==> src/rtl/pc_exc_unit.sv <==
// Program counter with overflow-trap handling: RUN / EXC / HALT control, EPC/Cause capture.
// Optional trap counter on ExcCount is built only when PC_EXC_COUNT_EN is defined.
module pc_exc_unit #(
    parameter int unsigned    WL         = 32,
    parameter logic [WL-1:0]  RESET_PC   = 32'h0000_0000,
    parameter logic [WL-1:0]  EXC_VECTOR = 32'h8000_0180
) (
    input  logic          CLK,
    input  logic          RST,
    input  logic          StallIn,
    input  logic [WL-1:0] PCPlus4,
    input  logic [WL-1:0] PCBranch,
    input  logic [WL-1:0] PCJump,
    input  logic          PCSrcBr,
    input  logic          Jump,
    input  logic          OVF_F,
    input  logic          OvfTrapEn,
    input  logic          ERet,
    output logic [WL-1:0] PC,
    output logic [WL-1:0] EPC,
    output logic [4:0]    Cause,
    output logic          Flush,
    output logic          InHandler,
    output logic          Halted,
    output logic [7:0]    ExcCount
);

    typedef enum logic [1:0] {
        ST_RUN  = 2'b00,
        ST_EXC  = 2'b01,
        ST_HALT = 2'b10
    } state_t;

    localparam logic [4:0]    CAUSE_OVF = 5'd12;
    localparam logic [WL-1:0] PC_STEP   = {{(WL-3){1'b0}}, 3'd4};

    state_t        state_q, state_d;
    logic [WL-1:0] pc_q, pc_d;
    logic [WL-1:0] epc_q, epc_d;
    logic [4:0]    cause_q, cause_d;
    logic          in_handler_q, halted_q;
    logic          t_s;
    logic [WL-1:0] seq_pc_s;

    assign t_s   = OVF_F & OvfTrapEn & ~StallIn & ~halted_q;
    assign Flush = t_s;

    // Ordinary next-PC selection when no trap or return is in effect.
    always_comb begin
        seq_pc_s = PCPlus4;
        if (Jump) begin
            seq_pc_s = PCJump;
        end else if (PCSrcBr) begin
            seq_pc_s = PCBranch;
        end else begin
            seq_pc_s = PCPlus4;
        end
    end

    // Next-state and register updates; a stall freezes everything.
    always_comb begin
        state_d = state_q;
        pc_d    = pc_q;
        epc_d   = epc_q;
        cause_d = cause_q;
        if (StallIn) begin
            state_d = state_q;
        end else begin
            case (state_q)
                ST_RUN: begin
                    if (t_s) begin
                        epc_d   = pc_q;
                        cause_d = CAUSE_OVF;
                        pc_d    = EXC_VECTOR;
                        state_d = ST_EXC;
                    end else begin
                        pc_d = seq_pc_s;
                    end
                end
                ST_EXC: begin
                    // Overflow inside the handler is unrecoverable: freeze in HALT.
                    if (t_s) begin
                        state_d = ST_HALT;
                    end else if (ERet) begin
                        pc_d    = epc_q + PC_STEP;
                        state_d = ST_RUN;
                    end else begin
                        pc_d = seq_pc_s;
                    end
                end
                ST_HALT: begin
                    state_d = ST_HALT;
                end
                default: begin
                    state_d = ST_RUN;
                end
            endcase
        end
    end

    // Architectural registers and status flags.
    always_ff @(posedge CLK) begin
        if (RST) begin
            state_q      <= ST_RUN;
            pc_q         <= RESET_PC;
            epc_q        <= '0;
            cause_q      <= 5'd0;
            in_handler_q <= 1'b0;
            halted_q     <= 1'b0;
        end else begin
            state_q      <= state_d;
            pc_q         <= pc_d;
            epc_q        <= epc_d;
            cause_q      <= cause_d;
            in_handler_q <= (state_d == ST_EXC);
            halted_q     <= (state_d == ST_HALT);
        end
    end

`ifdef PC_EXC_COUNT_EN
    logic [7:0] exc_cnt_q, exc_cnt_d;
    logic       cnt_inc_s;

    assign cnt_inc_s = (state_q == ST_RUN) & t_s;

    // Saturating count of RUN->EXC entries; double faults never count.
    always_comb begin
        exc_cnt_d = exc_cnt_q;
        if (cnt_inc_s && (exc_cnt_q != 8'hFF)) begin
            exc_cnt_d = exc_cnt_q + 8'd1;
        end else begin
            exc_cnt_d = exc_cnt_q;
        end
    end

    // Trap counter register.
    always_ff @(posedge CLK) begin
        if (RST) begin
            exc_cnt_q <= 8'h00;
        end else begin
            exc_cnt_q <= exc_cnt_d;
        end
    end

    assign ExcCount = exc_cnt_q;
`else
    assign ExcCount = 8'h00;
`endif

    assign PC        = pc_q;
    assign EPC       = epc_q;
    assign Cause     = cause_q;
    assign InHandler = in_handler_q;
    assign Halted    = halted_q;

endmodule

==> config.mk <==
export PLATFORM = sky130hd
export DESIGN_NAME = pc_exc_unit
export DESIGN_NICKNAME = d
export VERILOG_FILES = /design/src/rtl/pc_exc_unit.sv
export SDC_FILE = /design/constraint.sdc
export NUM_CORES = 1
export LEC_CHECK = 0
export CORE_MARGIN = 2
export CORE_UTILIZATION = 46
export CTS_CLUSTER_SIZE = 30
export DETAILED_ROUTE_END_ITERATION = 16
export GPL_TIMING_DRIVEN = 0
export PLACE_DENSITY = 0.89
export SLEW_MARGIN = 40
export SYNTH_ARGS = -nofsm -noshare
export SYNTH_HDL_FRONTEND = slang
export SYNTH_SLANG_ARGS = --single-unit
==> constraint.sdc <==
create_clock -name CLK -period 2.6 [get_ports CLK]
set_input_delay 0.39 -clock CLK [delete_from_list [all_inputs] [get_ports CLK]]
set_output_delay 0.39 -clock CLK [all_outputs]
set_load 0.02 [all_outputs]
After elaboration in Yosys (flattened, before gate mapping)
Cells that the tools add are included.
Widths: inputs -> output; s select.

word-level totals
  flip-flop bits (word level) = 69
  bits of input ports = 104
  output and inout bits = 80
  logic and storage cells = 32

operators by class
  $add $sub $neg = 1
  equal/unequal tests = 5
  multiplexer cells = 11
  bitwise logic cells = 5
  reduce and logical (&&, ||, !) cells = 4

operators by type and width
  operator               number
  $mux 32                5
  $pmux 32 s2            1
  $add 32x3->32 const B  1
  $mux 2                 4
  $pmux 2 s3             1
  $reduce_and 3->1       2
  $eq 2x1->1 const B     2
  $eq 2x2->1 const B     2
  $and 1x1->1            3
  $logic_not 2->1        1
  $ne 2x2->1 const B     1
  $not 1->1              2
  $reduce_bool 2->1      1

Longest topological paths before layout
Gate-level depths: netlist of run 1.

  word-level depth = 7
  depth in mapped cells = 8
  mapped depth without buffers = 6

Least setup slack after synthesis of run 1
OpenSTA, ideal clock, no wires.

  path kind = reg2reg
  from = register epc_q[2], in the netlist EPC[2]
  to = register pc_q[10], in the netlist PC[10]
  library setup time = 0.086 ns
  arrival time = 1.717 ns
  required time = 2.514 ns
  slack = 0.797 ns
  cell stages (with the launch flop) = 7
  path buffers = 0
  clock period less this slack = 1.803 ns
  cells stage by stage = dfxtp_1 > ha_1 > nand3_4 > nor2_1 > xnor2_1 > a22oi_1 > a211oi_1

on the way
  cells in the longest elaborated chain, start to end = 4

ends and longest elaborated chain
  element                 line  text
  start, declared         39    logic [WL-1:0] epc_q, epc_d;
  start signal, assigned  113   epc_q <= epc_d;
  $add 32x3->32           85    pc_d = epc_q + PC_STEP;
  $mux 32                 84    end else if (ERet) begin
  $mux 32                 82    if (t_s) begin
  $pmux 32 s2             69    case (state_q)
  end signal, assigned    112   pc_q <= pc_d;
  end, declared           38    logic [WL-1:0] pc_q, pc_d;

Every way passes these cells. The select of a mux whose other input is x is not followed.
A chain may end at the register's enable or synchronous reset.

Final worst setup path of run 1
  from = input StallIn
  to = output Flush

on the way
  cells in the longest elaborated chain, start to end = 3

ends and longest elaborated chain
  element                   line  text
  start, declared           10    input logic StallIn,
  $not 1->1 (no line)       n/a
  $and 1x1->1 (2 in a row)  45    assign t_s = OVF_F & OvfTrapEn & ~StallIn & ~halted_q;
  end, declared             22    output logic Flush,

Every way passes these cells.

==> out/qor.yml, run 1 <==
status: "complete, no violations"
diodes: 0
critPathKind: "in -> out"
drv_cap: 0
pin_count: 184
cts.htree.levels: 3
postCtsResizedCells: 0
synth-seq-cells: 69
p_per_area_nw_per_um2: 456
finalSetupViolCount: 0
hpwl_um: 10900
synthArstFlopShare_pct: 0
clock_power_share_pct: 35.8
peakVddDrop_mv: 0.315
dpl-instance-area_um2: 5950
start_util_pct: 47.1
antenna_found_initial: 0
synthMostInstantiatedCell: "nand2_1"
clk_latency_ns: 0.34
end_kind: "output port"
routed-via-count: 4768
die_x_um: 98.3
post-cts-setup-buffers: 0
tns_ns: 0
yosysUniqueCellTypes: 49
synth_edf_count: 0
grt_pass1_vias: 4827
first_pass_iters: 5
grt_max_degree: 12
numCtsBuffers: 9
die_h_um: 98.3
synth_top_area_share_pct: 33.8
drt-vias-per-instance: 5.74
cts_root_buffer: "clkbuf_8"
ys.flop_type: "dfxtp_1"
core_area_um2: 8680
yosys-top-cells-count: "nand2_1 (109), dfxtp_1 (69), o21ai_0 (42)"
drt-total-wl_um: 14700
gp_congestion: 0.871
power_leakage_nw: 2.35
power.internal_mw: 2.03
ys_warn_count: 0
synth_cells: 528
worstSetupStartpointType: "input pin"
finalNetCount: 823
finalHoldViolCount: 0
clk_pin_slew_ns: 0.07
grt_pass1_wl_um: 23500
worst_ep_required_time_ns: 2.21
clk_path_buf_depth: 2
avgRoutedWirePerCell_um: 17.7
worstPathArrival_ns: 1.97
fin_crit_ns: 2.36
dieArea_um2: 9660
final_area_um2: 6180
syn_to_final_growth_pct: 51.1
pwr-share-seq_pct: 41.1
num_rows: 34
drtIter0Drc: 315
track_usage_pct: 30.0
path_max_fanout: 5
skew_ns: 0.00510
synth.area.top_cells: "dfxtp_1 (34%), nand2_1 (10%), mux2i_1 (8.3%)"
tightest_slew_ns: 0.781
grt_overflow_total: 0
yosysTopAreaCell: "dfxtp_1"
fillers: 695
combinationalPowerShare_pct: 23.1
relSlewSlack_pct: 47.7
hp-class: "reg -> reg"
switching_share_pct: 28.0
drive_gt1_share_pct: 7.88
io_buffers: 169
cts_tree: "yes"
post-route-drc-count: 0
ys_seq_area_share_pct: 33.8
drtAntennaViolNets: 0
syn_area_per_cell_um2: 7.74
cts_hold_buf: 0
cts_sinks: 69
fin_crit_sh_pct: 90.8
rsz0062_at_grt: "false"
maxSlewViolCount: 0
syn-cell-area_um2: 4090
clock.fmax_mhz: 424
p_switching_mw: 0.789
## final cells by class
type / instances / area (um2) / share of cell area [%]
multi-input combinational: 413 / 2470 / 40.0
timing repair buffer: 169 / 1690 / 27.4
inverter: 5 / 18.8 / 0.304
tap: 108 / 135 / 2.19
clock buffer: 12 / 155 / 2.51
clock inverter: 4 / 70.1 / 1.13
buffer: 51 / 255 / 4.13
sequential: 69 / 1380 / 22.4
## sequential cells by signal, summed over array words and instances, names as in the netlist
name / flops
Cause: 1
InHandler: 1
Halted: 1
PC: 32
state_q: 2
EPC: 32
## routing by layer
| layer | track usage [%] | share of wire (%) |
|---|---|---|
| met5 | 0 | 0 |
| met4 | 10.7 | 2.2 |
| met2 | 53.6 | 50 |
| met1 | 34.7 | 39 |
| met3 | 7.37 | 9.4 |
## cells by family after synthesis
group	synth area share, %
AO/OA/AOI/OAI	20.7
flip-flops	33.8
adder cells (fa/ha/maj)	0.306
AND/OR/NAND/NOR	24.1
XOR/XNOR	5.14
other	0.0917
buffers and inverters	6.70
multiplexers	9.15
## layout by cell type (no fill, tap or decap), types with 2 or more instances in the layout
| master | n |
|---|---|
| clkdlybuf4s50_1 | 169 |
| mux2_2 | 3 |
| nor3_2 | 2 |
| xor2_1 | 20 |
| nand4_4 | 3 |
| a22oi_1 | 19 |
| nor3_1 | 13 |
| and3b_1 | 2 |
| nor4_2 | 2 |
| nand3_1 | 11 |
| clkbuf_8 | 11 |
| buf_2 | 11 |
| xnor2_1 | 4 |
| nand4_1 | 7 |
| bufinv_16 | 2 |
| dfxtp_1 | 69 |
| nand3b_1 | 2 |
| inv_1 | 5 |
| nor2_1 | 33 |
| a21oi_1 | 39 |
| buf_4 | 13 |
| a221oi_1 | 6 |
| nand2_1 | 109 |
| o21ai_0 | 42 |
| and2_1 | 3 |
| a211oi_1 | 13 |
| conb_1 | 11 |
| clkinv_2 | 2 |
| a32oi_1 | 2 |
| clkbuf_1 | 27 |
| mux2i_1 | 34 |
| nor4_1 | 2 |
| and3_1 | 2 |
| nand2b_1 | 2 |
| o22ai_1 | 10 |
## through the flow
step | utilization, % | setup WS (ns) | std cells | total power [mW] | hold WS, ns
3_3_place_gp | 68.6 | 0.136 | 815 | 1.80 | 0.452
6_report | 71.2 | 0.239 | 831 | 2.82 | 0.466
4_1_cts | 71.2 | 0.242 | 831 | 2.81 | 0.465
2_1_floorplan | - | 0.797 | 538 | 1.48 | 0.540
3_5_place_dp | 68.6 | 0.127 | 815 | 1.82 | 0.461
5_1_grt | 71.2 | 0.140 | 831 | 2.90 | 0.492
## power by group through the flow
stage	Sequential (mW)	Combinational [mW]	Clock, mW
final	1.16	0.650	1.01
after global routing	1.16	0.694	1.04
after CTS	1.15	0.645	1.01
after detailed placement	1.18	0.642	0
after global placement	1.18	0.629	0
after floorplan	1.23	0.258	0
## worst max-delay path: stages
cell,delay (ns)
clkdlybuf4s50_1,0.48
nand4bb_1,0.36
inv_1,0.11
clkdlybuf4s50_1,0.63
## worst paths after layout
path | startpoint | endpoint | slack, ns | depth (start not counted)
min reg2reg | PC[10] | EPC[10] | 0.47 | 2
max | StallIn | Flush | 0.24 | 4
min | PC[10] | EPC[10] | 0.47 | 2
max reg2reg | EPC[2] | PC[28] | 0.42 | 6
(Power assumes the default switching activity.)
==> inputs of run 2 (changes only) <==
==> constraint.sdc (replaced) <==
create_clock -name CLK -period 2.6 [get_ports CLK]
set_input_delay 0.39 -clock CLK [delete_from_list [all_inputs] [get_ports CLK]]
set_output_delay 0.39 -clock CLK [all_outputs]
set_load 0.05 [all_outputs]
==> out/qor.yml, run 2 (same netlist as run 1, synthesis figures left out) <==
status: "complete, no violations"  # unchanged
final_cell_mix: "clkdlybuf4s50_1 (168), nand2_1 (109), dfxtp_1 (69)"  # was clkdlybuf4s50_1 (169), nand2_1 (109), dfxtp_1 (69)
hpwl_um: 10900  # unchanged
fin_cells: 831  # unchanged
cp_slowest_cell: "clkbuf_1"  # was clkdlybuf4s50_1
pin_count: 184  # unchanged
worstSetupStartpointType: "input pin"  # unchanged
cp_num_buf_inv: 2  # was 3
grt_pass1_wl_um: 23500  # unchanged
min_from: "PC[10]"  # unchanged
fin_crit_sh_pct: 84.9  # was 90.8%
hp-class: "reg -> reg"  # unchanged
r2r_start: "EPC[2]"  # unchanged
final_area_um2: 6180  # about the same
routed-via-count: 4767  # was 4768
cts_tree: "yes"  # unchanged
fin_crit_ns: 2.21  # was 2.36 ns
num_rows: 34  # unchanged
numCtsBuffers: 9  # unchanged
drtIter0Drc: 252  # was 315
relSlewSlack_pct: 49.1  # was 47.7%
whs_ns: 0.467  # was 0.466 ns
postCtsResizedCells: 0  # unchanged
grt_pass1_vias: 4827  # unchanged
die_x_um: 98.3  # unchanged
max_stage_delay_ns: 0.51  # was 0.63 ns
worst_ep_required_time_ns: 2.85  # was 2.21 ns
cts_sinks: 69  # unchanged
clk_latency_ns: 0.34  # about the same
p_per_area_nw_per_um2: 477  # was 456 nW/um2
clock_power_share_pct: 34.3  # was 35.8%
avgRoutedWirePerCell_um: 17.7  # about the same
r2r_slack_ns: 0.42  # about the same
start_util_pct: 47.1  # unchanged
diodes: 0  # unchanged
rsz0062_at_grt: "false"  # unchanged
tightest_slew_ns: 0.759  # was 0.781 ns
peakVddDrop_mv: 0.320  # was 0.315 mV
finalSetupViolCount: 0  # unchanged
finalNetCount: 823  # unchanged
drive_gt1_share_pct: 7.88  # unchanged
post-route-drc-count: 0  # unchanged
dpl-instance-area_um2: 5950  # unchanged
track_usage_pct: 30.0  # unchanged
min_path_cells: 2  # unchanged
critical_path.cell_chain: "clkdlybuf4s50_1 -> and3b_1 -> a21o_1 -> clkbuf_1 -> nand3b_1 -> a311oi_1"  # was clkdlybuf4s50_1 -> nand4bb_1 -> inv_1 -> clkdlybuf4s50_1
post-cts-setup-buffers: 0  # unchanged
p_switching_mw: 0.920  # was 0.789 mW
path_max_fanout: 10  # was 5
clk_pin_slew_ns: 0.07  # about the same
cts_hold_buf: 0  # unchanged
final_core_util_pct: 71.2  # about the same
cts.htree.levels: 3  # unchanged
core_area_um2: 8680  # unchanged
critPathKind: "in -> reg"  # was in -> out
worstPathArrival_ns: 2.46  # was 1.97 ns
syn_to_final_growth_pct: 51.2  # was 51.1%
maxSlewViolCount: 0  # unchanged
antenna_found_initial: 0  # unchanged
grt_overflow_total: 0  # unchanged
drt-vias-per-instance: 5.74  # about the same
power_leakage_nw: 2.37  # was 2.35 nW
end_kind: "register"  # was output port
cts_root_buffer: "clkbuf_8"  # unchanged
die_h_um: 98.3  # unchanged
switching_share_pct: 31.2  # was 28.0%
dp.cells: 815  # unchanged
gp_congestion: 0.871  # unchanged
layout_commonest_cell: "clkdlybuf4s50_1"  # unchanged
clock.fmax_mhz: 453  # was 424 MHz
dieArea_um2: 9660  # unchanged
first_pass_iters: 5  # unchanged
r2r_end: "PC[28]"  # unchanged
drt-total-wl_um: 14700  # about the same
tns_ns: 0  # unchanged
drtAntennaViolNets: 0  # unchanged
combinationalPowerShare_pct: 26.5  # was 23.1%
grt_max_degree: 12  # unchanged
skew_ns: 0.00582  # was 0.00510 ns
finalHoldViolCount: 0  # unchanged
clk_path_buf_depth: 2  # unchanged
pwr-share-seq_pct: 39.3  # was 41.1%
io_buffers: 169  # unchanged
power.internal_mw: 2.03  # about the same
ff2ff_path_depth: 6  # unchanged
drv_cap: 0  # unchanged
crit_family: "buffers and inverters"  # unchanged
hold_end: "EPC[10]"  # unchanged
## run 2: changes by cell type in the layout (fill, tap and decap cells not counted)
cell,change
dlymetal6s2s_1,+1
clkdlybuf4s50_1,-1
## run 2: worst max path at each step
stage,from,cells past startpoint,slack [ns],endpoint
2_1_floorplan,EPC[2],6,0.52,PC[28]
3_3_place_gp,StallIn,4,0.07,Flush
3_5_place_dp,StallIn,4,0.05,Flush
4_1_cts,StallIn,4,0.04,Flush
5_1_grt,StallIn,6,0.24,EPC[22]
6_report,OVF_F,6,0.39,PC[21]
## run 2: cell type report
class                           instances  area [um2]
Tap cell                              108         135
Buffer                                 51         255
Clock buffer                           12         155
Multi-Input combinational cell        413        2470
Sequential cell                        69        1380
Inverter                                5        18.8
Timing Repair Buffer                  169        1690
Clock inverter                          4        70.1
Fill cell                             695        2500
## run 2: metrics by stage
step	setup WS [ns]	total power, mW
after floorplan	0.519	1.61
after global placement	0.0748	1.93
after detailed placement	0.0509	1.95
after CTS	0.0425	2.94
after global routing	0.239	3.03
final	0.392	2.95
## run 2: worst min-delay path: stages, from the launching register on
cell     delay [ns]
dfxtp_1        0.32
nand2_1        0.05
a21oi_1        0.05
## run 2: metal layers
layer	vias up	track usage [%]	share of wire, %
li1	2225	-	-
met1	2205	34.7	38
met2	291	53.6	50
met3	46	7.37	9.3
met4	0	10.7	2.7
met5	-	0	0
## run 2: power by group through the flow
stage               logic [mW]  clock network [mW]  registers, mW
floorplan                0.282                   0           1.33
global placement         0.759                   0           1.18
detailed placement       0.772                   0           1.18
CTS                      0.775                1.01           1.15
global route             0.824                1.04           1.16
finish                   0.780                1.01           1.16
==> inputs of run 3 (changes only) <==
CORE_UTILIZATION = 38   (was 46)
PLACE_DENSITY = 0.79   (was 0.89)
clock period = 1.85 ns   (was 2.6 ns; I/O delays follow)
==> out/qor.yml, run 3 (same netlist as run 1, synthesis figures left out) <==
avgRoutedWirePerCell_um: 17.2  # was 17.7 um
fin_cells: 865  # was 831
p_total_mw: 4.10  # was 2.95 mW
post-place-ws_ns: -0.547  # was 0.0509 ns
relSlewSlack_pct: 62.0  # was 49.1%
gp_congestion: 0.864  # was 0.871
die_x_um: 108  # was 98.3 um
numCtsBuffers: 9  # unchanged
core_area_um2: 10400  # was 8680 um2
hpwl_um: 11000  # was 10900 um
worst_slack_ns: 0.0200  # was 0.392 ns
start_util_pct: 39.4  # was 47.1%
pin_count: 184  # unchanged
track_usage_pct: 24.6  # was 30.0%
grt_overflow_total: 0  # unchanged
drv_cap: 0  # unchanged
worstSetupStartpointType: "register"  # was input pin
clk_pin_slew_ns: 0.08  # was 0.07 ns
num_rows: 37  # was 34
routed-via-count: 4753  # was 4767
peakVddDrop_mv: 0.325  # was 0.320 mV
min_from: "PC[17]"  # was PC[10]
skew_ns: 0.0136  # was 0.00582 ns
r2r_start: "EPC[6]"  # was EPC[2]
drtAntennaViolNets: 0  # unchanged
r2r_end: "PC[17]"  # was PC[28]
maxSlewViolCount: 0  # unchanged
post-route-drc-count: 0  # unchanged
finalNetCount: 830  # was 823
cts.htree.levels: 3  # unchanged
drt-vias-per-instance: 5.49  # was 5.74
hp-class: "reg -> reg"  # unchanged
drive_gt1_share_pct: 14.1  # was 7.88%
fin_crit_ns: 1.83
io_buffers: 169  # unchanged
status: "complete, no violations"  # unchanged
die_h_um: 108  # was 98.3 um
tns_ns: 0  # unchanged
cp_slowest_cell: "clkdlybuf4s50_1"  # was clkbuf_1
dpl-instance-area_um2: 6010  # was 5950 um2
wl_met3_um: 1430  # was 1360 um
tightest_slew_ns: 0.569  # was 0.759 ns
drt-met1-wl_um: 5840  # was 5610 um
cts_root_buffer: "clkbuf_8"  # unchanged
fin_crit_sh_pct: 98.9
rsz0062_at_grt: "true"  # was false
max_stage_delay_ns: 0.83  # was 0.51 ns
layout_commonest_cell: "clkdlybuf4s50_1"  # unchanged
cts_sinks: 69  # unchanged
dieArea_um2: 11600  # was 9660 um2
grt_pass1_wl_um: 22600  # was 23500 um
dr_wl_met2_um: 7360  # was 7320 um
finalHoldViolCount: 0  # unchanged
r2r_slack_ns: 0.05  # was 0.42 ns
drtIter0Drc: 288  # was 252
worstPathArrival_ns: 1.55  # was 2.46 ns
critical_path.cell_chain: "clkdlybuf4s50_1"  # was clkdlybuf4s50_1 -> and3b_1 -> a21o_1 -> clkbuf_1 -> nand3b_1 -> a311oi_1
whs_ns: 0.464  # was 0.467 ns
power_leakage_nw: 2.95  # was 2.37 nW
diodes: 0  # unchanged
drt-total-wl_um: 14900  # was 14700 um
antenna_found_initial: 0  # unchanged
clk_path_buf_depth: 2  # unchanged
crit_family: "buffers and inverters"  # unchanged
finalSetupViolCount: 0  # unchanged
ff2ff_path_depth: 6  # unchanged
final_core_util_pct: 61.7  # was 71.2%
min_path_cells: 2  # unchanged
cts_tree: "yes"  # unchanged
syn_to_final_growth_pct: 56.5  # was 51.2%
final_cell_mix: "clkdlybuf4s50_1 (114), nand2_1 (109), dfxtp_1 (50)"  # was clkdlybuf4s50_1 (168), nand2_1 (109), dfxtp_1 (69)
p_per_area_nw_per_um2: 641  # was 477 nW/um2
top_layer: "met4"  # unchanged
cp_num_buf_inv: 1  # was 2
hold_end: "EPC[17]"  # was EPC[10]
grt_max_degree: 12  # unchanged
critical_path_depth: 1  # was 6
dp.cells: 843  # was 815
end_kind: "output port"  # was register
critPathKind: "reg -> out"  # was in -> reg
worst_ep_required_time_ns: 1.57  # was 2.85 ns
clk_latency_ns: 0.35  # was 0.34 ns
path_max_fanout: 3  # was 10
grt_pass1_vias: 4602  # was 4827
final_area_um2: 6400  # was 6180 um2
clock.fmax_mhz: 546
first_pass_iters: 6  # was 5
[run 3: cell types whose count changed in the layout (fill, tap and decap cells not counted), moves of 8 or more]
cell | previous run | this run
dlygate4sd2_1 | 0 | 32
clkdlybuf4s50_1 | 168 | 114
dfxtp_1 | 69 | 50
dlymetal6s2s_1 | 1 | 22
buf_4 | 13 | 21
clkbuf_1 | 27 | 16
dfxtp_2 | 0 | 18
[run 3: tightest hold or removal path, stage by stage (launching register included)]
cell and delay, ns:
dfxtp_1 0.32, nand2_1 0.06, a21oi_1 0.05
[run 3: where the power goes]
group	switching, mW	internal, mW	total [mW]
registers	0.0697	1.55	1.62
clock network	0.591	0.787	1.38
logic	0.636	0.463	1.10
[run 3: timing repair]
item,4_1_cts,5_1_grt
pin swaps,0,3
setup endpoints to repair,71,73
cloned,0,1
gates resized for setup,49,48
hold endpoints to repair,0,0
buffers inserted,0,7
hold buffers,0,0
[run 3: how the worst max path moves through the flow]
| stage | startpoint | endpoint |
|---|---|---|
| 2_1_floorplan | EPC[5] | PC[28] |
| 3_3_place_gp | StallIn | EPC[18] |
| 3_5_place_dp | StallIn | EPC[20] |
| 4_1_cts | OVF_F | PC[25] |
| 5_1_grt | EPC[6] | PC[13] |
| 6_report | Halted | Halted |
[run 3: layer usage]
| metal | vias up | global-route usage, % |
|---|---|---|
| met2 | 254 | 42.2 |
| met5 | - | 0 |
| met1 | 2228 | 29.2 |
| met3 | 27 | 7.14 |
| met4 | 0 | 8.79 |
| li1 | 2244 | - |
[run 3: final cells by class]
class	count	area [um2]
sequential	69	1410
clock inverter	4	72.6
tap	136	170
fill	926	3970
clock buffer	11	141
inverter	5	18.8
timing repair buffer	176	1750
multi-input combinational	414	2560
buffer	50	272
